<file path="src/rtl/apb_timer.sv">
// apb_timer: prescaled 32-bit compare timer on the 8-bit APB bus.
// Define APB_TIMER_SNAPSHOT_EN for coherent CNT1..CNT3 reads.
module apb_timer #(
  parameter logic [19:0] BASE_ADDR = 20'h00100
) (
  input  logic        apb_pclk,
  input  logic        rst,
  input  logic        apb_psel,
  input  logic [19:0] apb_paddr,
  input  logic        apb_pwrite,
  input  logic        apb_penable,
  input  logic [7:0]  apb_pwdata,
  output logic [7:0]  apb_prdata,
  output logic        timer_int
);

  logic        hit;
  logic [3:0]  off;
  logic        we;
  logic        re;
  logic [2:0]  ctrl;
  logic        match;
  logic [7:0]  prescale;
  logic [31:0] cmp;
  logic [31:0] cnt;
  logic [7:0]  psc;
  logic        en;
  logic        tick;
  logic        cnt_wr;
  logic        cmp_wr;
  logic        eq;
  logic [4:0]  bsel;

  assign hit    = apb_paddr[19:4] == BASE_ADDR[19:4];
  assign off    = apb_paddr[3:0];
  assign we     = apb_psel & apb_penable & apb_pwrite & hit;
  assign re     = apb_psel & apb_penable & ~apb_pwrite & hit;
  assign en     = ctrl[0];
  assign tick   = en & (psc == prescale);
  assign cnt_wr = we & (off[3:2] == 2'b10);
  assign cmp_wr = we & (off[3:2] == 2'b01);
  assign eq     = cnt == cmp;
  assign bsel   = {off[1:0], 3'b000};

  always_ff @(posedge apb_pclk) begin
    if (rst) begin
      ctrl     <= '0;
      prescale <= '0;
      cmp      <= '0;
    end else begin
      if (we && off == 4'h0) ctrl <= apb_pwdata[2:0];
      if (we && off == 4'h2) prescale <= apb_pwdata;
      if (cmp_wr) cmp[bsel +: 8] <= apb_pwdata;
    end
  end

  // Reprogramming CTRL or PRESCALE restarts the prescale period.
  always_ff @(posedge apb_pclk) begin
    if (rst) begin
      psc <= '0;
    end else if (we && (off == 4'h0 || off == 4'h2)) begin
      psc <= '0;
    end else if (!en || tick) begin
      psc <= '0;
    end else begin
      psc <= psc + 8'd1;
    end
  end

  always_ff @(posedge apb_pclk) begin
    if (rst) begin
      cnt <= '0;
    end else if (cnt_wr) begin
      cnt[bsel +: 8] <= apb_pwdata;
    end else if (tick) begin
      if (eq && ctrl[1]) cnt <= '0;
      else               cnt <= cnt + 32'd1;
    end
  end

  // A match on the same edge as a W1C clear leaves the flag set.
  always_ff @(posedge apb_pclk) begin
    if (rst) begin
      match <= 1'b0;
    end else if (tick && eq && !cnt_wr) begin
      match <= 1'b1;
    end else if (we && off == 4'h1 && apb_pwdata[0]) begin
      match <= 1'b0;
    end
  end

  assign timer_int = match & ctrl[2];

`ifdef APB_TIMER_SNAPSHOT_EN
  logic [23:0] snap;

  always_ff @(posedge apb_pclk) begin
    if (rst) begin
      snap <= '0;
    end else if (re && off == 4'h8) begin
      snap <= cnt[31:8];
    end
  end
`else
  logic unused_re;
  assign unused_re = re;
`endif

  always_comb begin
    apb_prdata = 8'h00;
    if (hit) begin
      case (off)
        4'h0: apb_prdata = {5'b0, ctrl};
        4'h1: apb_prdata = {7'b0, match};
        4'h2: apb_prdata = prescale;
        4'h4, 4'h5, 4'h6, 4'h7: apb_prdata = cmp[bsel +: 8];
        4'h8: apb_prdata = cnt[7:0];
`ifdef APB_TIMER_SNAPSHOT_EN
        4'h9: apb_prdata = snap[7:0];
        4'hA: apb_prdata = snap[15:8];
        4'hB: apb_prdata = snap[23:16];
`else
        4'h9, 4'hA, 4'hB: apb_prdata = cnt[bsel +: 8];
`endif
        default: apb_prdata = 8'h00;
      endcase
    end
  end

endmodule

</file>
<file path="config.mk">
export PLATFORM = sky130hd
export DESIGN_NAME = apb_timer
export DESIGN_NICKNAME = d
export VERILOG_FILES = /design/src/rtl/apb_timer.sv
export SDC_FILE = /design/constraint.sdc
export NUM_CORES = 1
export LEC_CHECK = 0
export ABC_AREA = 1
export CAP_MARGIN = 20
export CORE_MARGIN = 2
export CORE_UTILIZATION = 50
export DETAILED_ROUTE_END_ITERATION = 6
export GPL_TIMING_DRIVEN = 0
export PLACE_DENSITY = 0.72
export SLEW_MARGIN = 40
export SYNTH_ARGS = -nofsm -noshare
export SYNTH_HDL_FRONTEND = slang
export SYNTH_SLANG_ARGS = --single-unit
</file>
<file path="constraint.sdc">
create_clock -name apb_pclk -period 8.1 [get_ports apb_pclk]
set_clock_uncertainty 0.2 [all_clocks]
set_input_delay 1.62 -clock apb_pclk [delete_from_list [all_inputs] [get_ports apb_pclk]]
set_output_delay 1.62 -clock apb_pclk [all_outputs]
set_load 0.02 [all_outputs]
</file>
==> metrics.md, run 1 <==
| Metric | Value |
|---|---|
| Synth Area in XOR/XNOR | 0.0581 |
| RSZ-0062 raised after global routing | false |
| Antenna violations before repair | 1 |
| Tightest Pin Transition | between 0.7 and 0.8 ns |
| Critical Path, Cell by Cell | clkdlybuf4s50_1, clkbuf_1, clkinv_1, ha_1, inv_1, nand3_1, nand2_1, buf_2, buf_2, a21oi_1, o21ai_0, nand3_1, a21oi_1, clkdlybuf4s50_1 |
| PortBufs | 41 |
| Crit Path Max Fanout | 11 |
| Post-Place Cell Area | between 6000 and 7000 um2 |
| Reg area | roughly 1700 um2 |
| Slew HR | 0.497 |
| Clk_lat worst skew | 0.36 ns |
| Hpwl dp | between 15,000 and 20,000 um |
| Hold buffers post-CTS | 0 |
| # DRC | 0 |
| Wl on met1 | 9880 um |
| Hold_ws | 0.281 ns |
| TritonCTS clock tree | done |
| Critical Setup Path Class | in2out |
| Multi-input logic area | 3880 um2 |
| CORE AREA | 12,500 um2 |
| Peak supply drop | 0.0000791 V |
| Maximum operating frequency | approximately 0.14 GHz |
| Initial Utilization | 0.507 |
| Clock tree sinks | between 80 and 90 |
| Final instance area | 7270 um2 |
| Nets@finish | 1,142 |
| Cell taking the most area after synthesis | dfxtp_1 |
| Leakage power total | between 2 and 3 nW |
| Top sig layer | met5 |
| Routability Congestion | just over 1 |
| Ys async rst share | 0 |
| Post-route minimum period | 7.32 ns |
| CTS max path bufs | 2 |
| Initial DRC count | between 800 and 900 |
| CTS clk-pin slew, worst paths | 0.06 ns |
| First-pass GRT wire length | 35,400 um |
| Synth Area in Simple Gates | 0.348 |
| Critical Path Max Stage Delay | 0.65 ns |
| Die Wd | 116 um |
| Vias post-DR | 7,148 |
| Synth Area in Compound Gates | 0.190 |
| Die area | roughly 14,000 um2 |
| Outcome | finished clean |
| Antenna Nets Post-Route | 0 |
| Area fraction of the dominant cell type after synthesis | 0.266 |
| Post-CTS setup buffers | 0 |
| Main combinational cell family by area after synthesis | simple AND/OR/NAND/NOR gates |
| #FFs+latches synth | 84 |
| PostCTS Resize Cnt | 0 |
| Yosys cell types | 41 |
| DRT Wirelength | between 20,000 and 25,000 um |
| Post-Syn Area | 6330 um2 |
| Post-Syn Nets | 1,090 |
| Worst path bufs/invs | 7 |
| Layout cell share with drive strength beyond 1 | 0.0543 |
| Synth top area cells | dfxtp_1 (27%), nand2_1 (13%), inv_1 (8.3%), nor2_1 (7.6%), o21ai_0 (7.2%) |
| Number of synthesized flops with an enable pin | 0 |
| Largest net degree at the start of global routing | 14 |
| Warnings from Yosys | 0 |
| Pwr Density | between 100 and 150 nW/um2 |
| Fillers | 1,294 |
| Critical path arrival | 5.50 ns |
| CTS buffer count | 9 |
| Via/cell ratio | 5.60 |
| Hold crit path type | reg2reg |
| Row cnt | 41 |
| Routed wl met3 | 2290 um |
| Req. time, crit path | 6.28 ns |
| Setup TNS | 0 ns |
| Cell family with most CP delay | buffers and inverters |
| Count of pins over their slew limit | 0 |
| Met2 WL | 9350 um |
| I/O pins | 42 |
| Sequential fraction of the synthesis area | 0.266 |
| Slowest-stage cell, CP | clkdlybuf4s50_1 |
| Post-synthesis adder-cell area fraction | 0.0178 |
| Area Growth Syn to Fin | 14.9% |
| # diodes | 0 |
| GR Overflow Total | 0 |
| Post-Synthesis Cells | 1,048 |
| Die H | 116 um |
| Final Hold Fails | 0 |
| Clock root cell | clkbuf_16 |
| All-Layer GR Usage | 0.348 |
| Drt first pass iters | 6 |
| Avg WL per Cell | 17.7 um |
| Number of max-cap violations | 0 |
| Final setup viols | 0 |
| Syn Area/Cell | 6.04 um2 |
| Vias in the first global route | 6,599 |
| CTS H-tree depth | 3 |
| Worst Setup End Kind | output pin |
| Multiplexer area fraction after synthesis | 0 |
| Ys flop type | dfxtp_1 |
| Startpoint types | input pin |
| Period utilization | 0.904 |
[power breakdown]
group           switching (W)  total [W]  internal, W
registers      0.000000000189   0.000413     0.000413
clock network        0.000180   0.000445     0.000265
logic               0.0000625  0.0000937    0.0000312
[per-layer routing]
metal	track usage	up-vias
li1	-	3506
met1	0.489	3178
met2	0.512	391
met3	0.0612	71
met4	0.175	2
met5	0	-
[layout make-up]
cell class	instances	share of cell area
multi-input combinational	772	0.534
sequential	84	0.231
inverter	147	0.0759
timing repair buffer	41	0.0565
clock buffer	13	0.0372
tap	172	0.0296
buffer	45	0.0289
clock inverter	3	0.00603
[cells in the final DEF, fill, tap and decap left out, drive strengths merged, types with 3 or more instances in the layout]
| cell | synthesis | layout |
|---|---|---|
| clkbuf | 21 | 34 |
| clkdlybuf4s50 | 0 | 41 |
| dfxtp | 84 | 84 |
| xnor2 | 25 | 25 |
| nand3 | 82 | 82 |
| and3 | 4 | 4 |
| o22ai | 7 | 7 |
| or2 | 3 | 3 |
| nand3b | 6 | 6 |
| o21ai | 101 | 101 |
| nor2 | 132 | 132 |
| nor3 | 12 | 12 |
| a211oi | 7 | 7 |
| clkinv | 2 | 4 |
| xor2 | 17 | 17 |
| o211ai | 11 | 11 |
| buf | 24 | 24 |
| o21a | 3 | 3 |
| nand4 | 25 | 25 |
| a21oi | 90 | 90 |
| nand2 | 232 | 232 |
| inv | 145 | 145 |
| ha | 9 | 9 |
[state kept, by name, summed over array words and instances, names as in the netlist]
name      flops
cmp          32
cnt          32
ctrl          3
match         1
prescale      8
psc           8
[kinds of logic after synthesis]
kind of cell | Yosys count
buf+inv | 192
simple gates | 498
xor+xnor | 42
flops | 84
compound gates | 223
fa+ha+maj | 9
[path summary, 6_finish.rpt]
check        depth (start not counted)            end  slack, ns    startpoint
min reg2reg                          2        ctrl[2]       0.28       ctrl[2]
min                                  2        ctrl[2]       0.28       ctrl[2]
max                                 14  apb_prdata[2]       0.78  apb_paddr[1]
max reg2reg                         10        cnt[17]       5.66       cnt[19]
[cells in the mapped netlist (all sizes together) (2+ instances only)]
| library cell | n |
|---|---|
| nand3 | 82 |
| nand3b | 6 |
| nor3 | 12 |
| or2 | 3 |
| o22ai | 7 |
| xnor2 | 25 |
| o21a | 3 |
| o211ai | 11 |
| xor2 | 17 |
| ha | 9 |
| nor2 | 132 |
| buf | 24 |
| nand2 | 232 |
| o21ai | 101 |
| clkinv | 2 |
| nand4 | 25 |
| inv | 145 |
| clkbuf | 21 |
| and3 | 4 |
| a211oi | 7 |
| dfxtp | 84 |
| a21oi | 90 |
[worst reg2reg max path, cell delays in order (launching register included)]
cell and delay (ns):
dfxtp_1 0.30, clkbuf_1 0.37, xnor2_1 0.18, nand2_1 0.08
nor2_1 0.13, nand2_1 0.08, nor2_1 0.13, nand3_1 0.26
buf_2 0.30, nand4_1 0.17, a21oi_1 0.09
[through the flow]
stage | worst slack [ns] | power [W] | std cells | utilization
4_1_cts | 0.913 | 0.000950 | 1277 | 0.583
5_1_grt | 0.576 | 0.000974 | 1277 | 0.583
3_5_place_dp | 0.949 | 0.000512 | 1261 | 0.558
6_report | 0.776 | 0.000951 | 1277 | 0.583
3_3_place_gp | 0.903 | 0.000513 | 1261 | 0.558
2_1_floorplan | 2.69 | 0.000471 | 1048 | -
Note: power is estimated with default switching activity, not from simulation.
==> run 2, diff against run 1 <==
--- a/config.mk
+++ b/config.mk
@@ -7,11 +7,14 @@
 export LEC_CHECK = 0
 export ABC_AREA = 1
 export CAP_MARGIN = 20
+export CELL_PAD_IN_SITES_DETAIL_PLACEMENT = 1
+export CELL_PAD_IN_SITES_GLOBAL_PLACEMENT = 1
 export CORE_MARGIN = 2
-export CORE_UTILIZATION = 50
+export CORE_UTILIZATION = 45
+export CTS_CLUSTER_DIAMETER = 30
 export DETAILED_ROUTE_END_ITERATION = 6
 export GPL_TIMING_DRIVEN = 0
-export PLACE_DENSITY = 0.72
+export PLACE_DENSITY = 0.89
 export SLEW_MARGIN = 40
 export SYNTH_ARGS = -nofsm -noshare
 export SYNTH_HDL_FRONTEND = slang
==> metrics.md, run 2 (same netlist as run 1, synthesis figures left out) <==
| Metric | Value |
|---|---|
| Outcome | finished clean (unchanged) |
| Commonest non-fill, non-tap cell in the layout | nand2_1 (unchanged) |
| Crit Path Max Fanout | 11 (unchanged) |
| Critical Path Max Stage Delay | 0.63 ns (was 0.65 ns) |
| PortBufs | 41 (unchanged) |
| All-Layer GR Usage | 0.365 (was 0.348) |
| Biggest regs | cmp: 32 flops, cnt: 32 flops (unchanged) |
| Vias in the first global route | 7,254 (was 6,599) |
| Final Hold Fails | 0 (unchanged) |
| Drt first pass iters | 6 (unchanged) |
| Row cnt | 43 (was 41) |
| Die area | 15,000 um2 (was 13,600 um2) |
| Final instance area | 7270 um2 (about the same) |
| CORE AREA | 13,800 um2 (was 12,500 um2) |
| Hold_ws | 0.293 ns (was 0.281 ns) |
| Die H | 123 um (was 116 um) |
| I/O pins | 42 (unchanged) |
| Via/cell ratio | 5.77 (was 5.60) |
| Hpwl dp | 20,800 um (was 17,900 um) |
| Slowest-stage cell, CP | clkdlybuf4s50_1 (unchanged) |
| PostCTS Resize Cnt | 0 (unchanged) |
| Routability Congestion | 1.04 (was 1.01) |
| DRT Wirelength | 26,300 um (was 22,600 um) |
| Startpoint types | input pin (unchanged) |
| # DRC | 0 (unchanged) |
| Avg WL per Cell | 20.4 um (was 17.7 um) |
| Clock tree sinks | 84 (unchanged) |
| CTS H-tree depth | 3 (unchanged) |
| Pwr Density | 132 nW/um2 (was 131 nW/um2) |
| Tightest Pin Transition | 0.763 ns (was 0.748 ns) |
| Vias post-DR | 7,413 (was 7,148) |
| # diodes | 0 (unchanged) |
| Hold crit path type | reg2reg (unchanged) |
| Period utilization | 0.916 (was 0.904) |
| GR Overflow Total | 0 (unchanged) |
| Leakage power total | 2.97 nW (was 2.98 nW) |
| Final setup viols | 0 (unchanged) |
| Clock root cell | clkbuf_16 (unchanged) |
| Post-Place Cell Area | 6960 um2 (was 6950 um2) |
| Critical Setup Path Class | in2out (unchanged) |
| Cell family with most CP delay | buffers and inverters (unchanged) |
| Antenna violations before repair | 0 (was 1) |
| Area Growth Syn to Fin | 15.0% (was 14.9%) |
| First-pass GRT wire length | 40,600 um (was 35,400 um) |
| Layout cell share with drive strength beyond 1 | 0.0552 (was 0.0543) |
| Nets@finish | 1,142 (unchanged) |
| Largest net degree at the start of global routing | 15 (was 14) |
| Antenna Nets Post-Route | 0 (unchanged) |
| Worst Setup End Kind | output pin (unchanged) |
| Initial Utilization | 0.458 (was 0.507) |
| Maximum operating frequency | 0.135 GHz (was 0.137 GHz) |
| TritonCTS clock tree | done (unchanged) |
| CTS buffer count | 9 (unchanged) |
| Post-CTS setup buffers | 0 (unchanged) |
| Critical Path, Cell by Cell | clkdlybuf4s50_1, clkbuf_1, clkinv_1, ha_1, inv_1, nand3_1, nand2_1, buf_2, buf_2, a21oi_1, o21ai_0, nand3_1, a21oi_1, clkdlybuf4s50_1 (unchanged) |
| RSZ-0062 raised after global routing | false (unchanged) |
| Count of pins over their slew limit | 0 (unchanged) |
| CTS clk-pin slew, worst paths | 0.06 ns (about the same) |
| Die Wd | 123 um (was 116 um) |
| Number of max-cap violations | 0 (unchanged) |
| Hold buffers post-CTS | 0 (unchanged) |
| Setup TNS | 0 ns (unchanged) |
| Initial DRC count | 663 (was 885) |
| Req. time, crit path | 6.28 ns (about the same) |
| Clk_lat worst skew | 0.36 ns (about the same) |
| Peak supply drop | 0.0000926 V (was 0.0000791 V) |
| Commonest non-fill, non-tap cells in the layout | nand2_1 (227), inv_1 (140), nor2_1 (128), o21ai_0 (91), a21oi_1 (90) (unchanged) |
| CTS max path bufs | 2 (unchanged) |
| Worst path bufs/invs | 7 (unchanged) |
| Post-route minimum period | 7.42 ns (was 7.32 ns) |
| Critical path arrival | 5.60 ns (was 5.50 ns) |
| Slew HR | 0.487 (was 0.497) |
run 2: cell types whose count changed in the layout (fill, tap and decap cells not counted):
cell / change
clkbuf_1: -1
inv_6: +1
clkinvlp_4: +2
clkinv_4: -1
clkbuf_8: -1
run 2: layout make-up:
cell class                      instances  area [um2]
Fill cell                            1931        6550
Multi-Input combinational cell        772        3880
Sequential cell                        84        1680
Inverter                              147         552
Timing Repair Buffer                   41         410
Clock buffer                           11         253
Tap cell                              180         225
Buffer                                 45         210
Clock inverter                          5        58.8
run 2: where the power goes:
part	internal [W]	switching (W)	total (W)
Sequential	0.000413	0.000000000200	0.000413
Clock	0.000257	0.000193	0.000450
Combinational	0.0000313	0.0000653	0.0000966
Total	0.000701	0.000258	0.000959
run 2: metrics by stage:
stage,power (W),std cells,setup WS [ns],utilization
floorplan,0.000471,1048,2.69,-
global placement,0.000515,1269,0.805,0.503
detailed placement,0.000516,1269,0.747,0.503
CTS,0.000956,1285,0.745,0.526
global route,0.000982,1285,0.474,0.526
finish,0.000959,1285,0.681,0.526
run 2: path summary, 6_finish.rpt:
kind	start	end	slack, ns	depth (start not counted)
worst min-delay path	ctrl[1]	ctrl[1]	0.29	2
worst min register to register	ctrl[1]	ctrl[1]	0.29	2
worst max-delay path	apb_paddr[1]	apb_prdata[4]	0.68	14
worst max register to register	cnt[30]	cnt[22]	5.46	9
run 2: worst min-delay path, cell delays in order (launching register included):
cell and delay [ns]:
dfxtp_1 0.32, inv_1 0.07, a21oi_1 0.06
run 2: metal layers:
metal,part of all wire,track usage
met5,0,0
met4,0.043,0.164
met3,0.078,0.0553
met2,0.45,0.567
met1,0.43,0.498
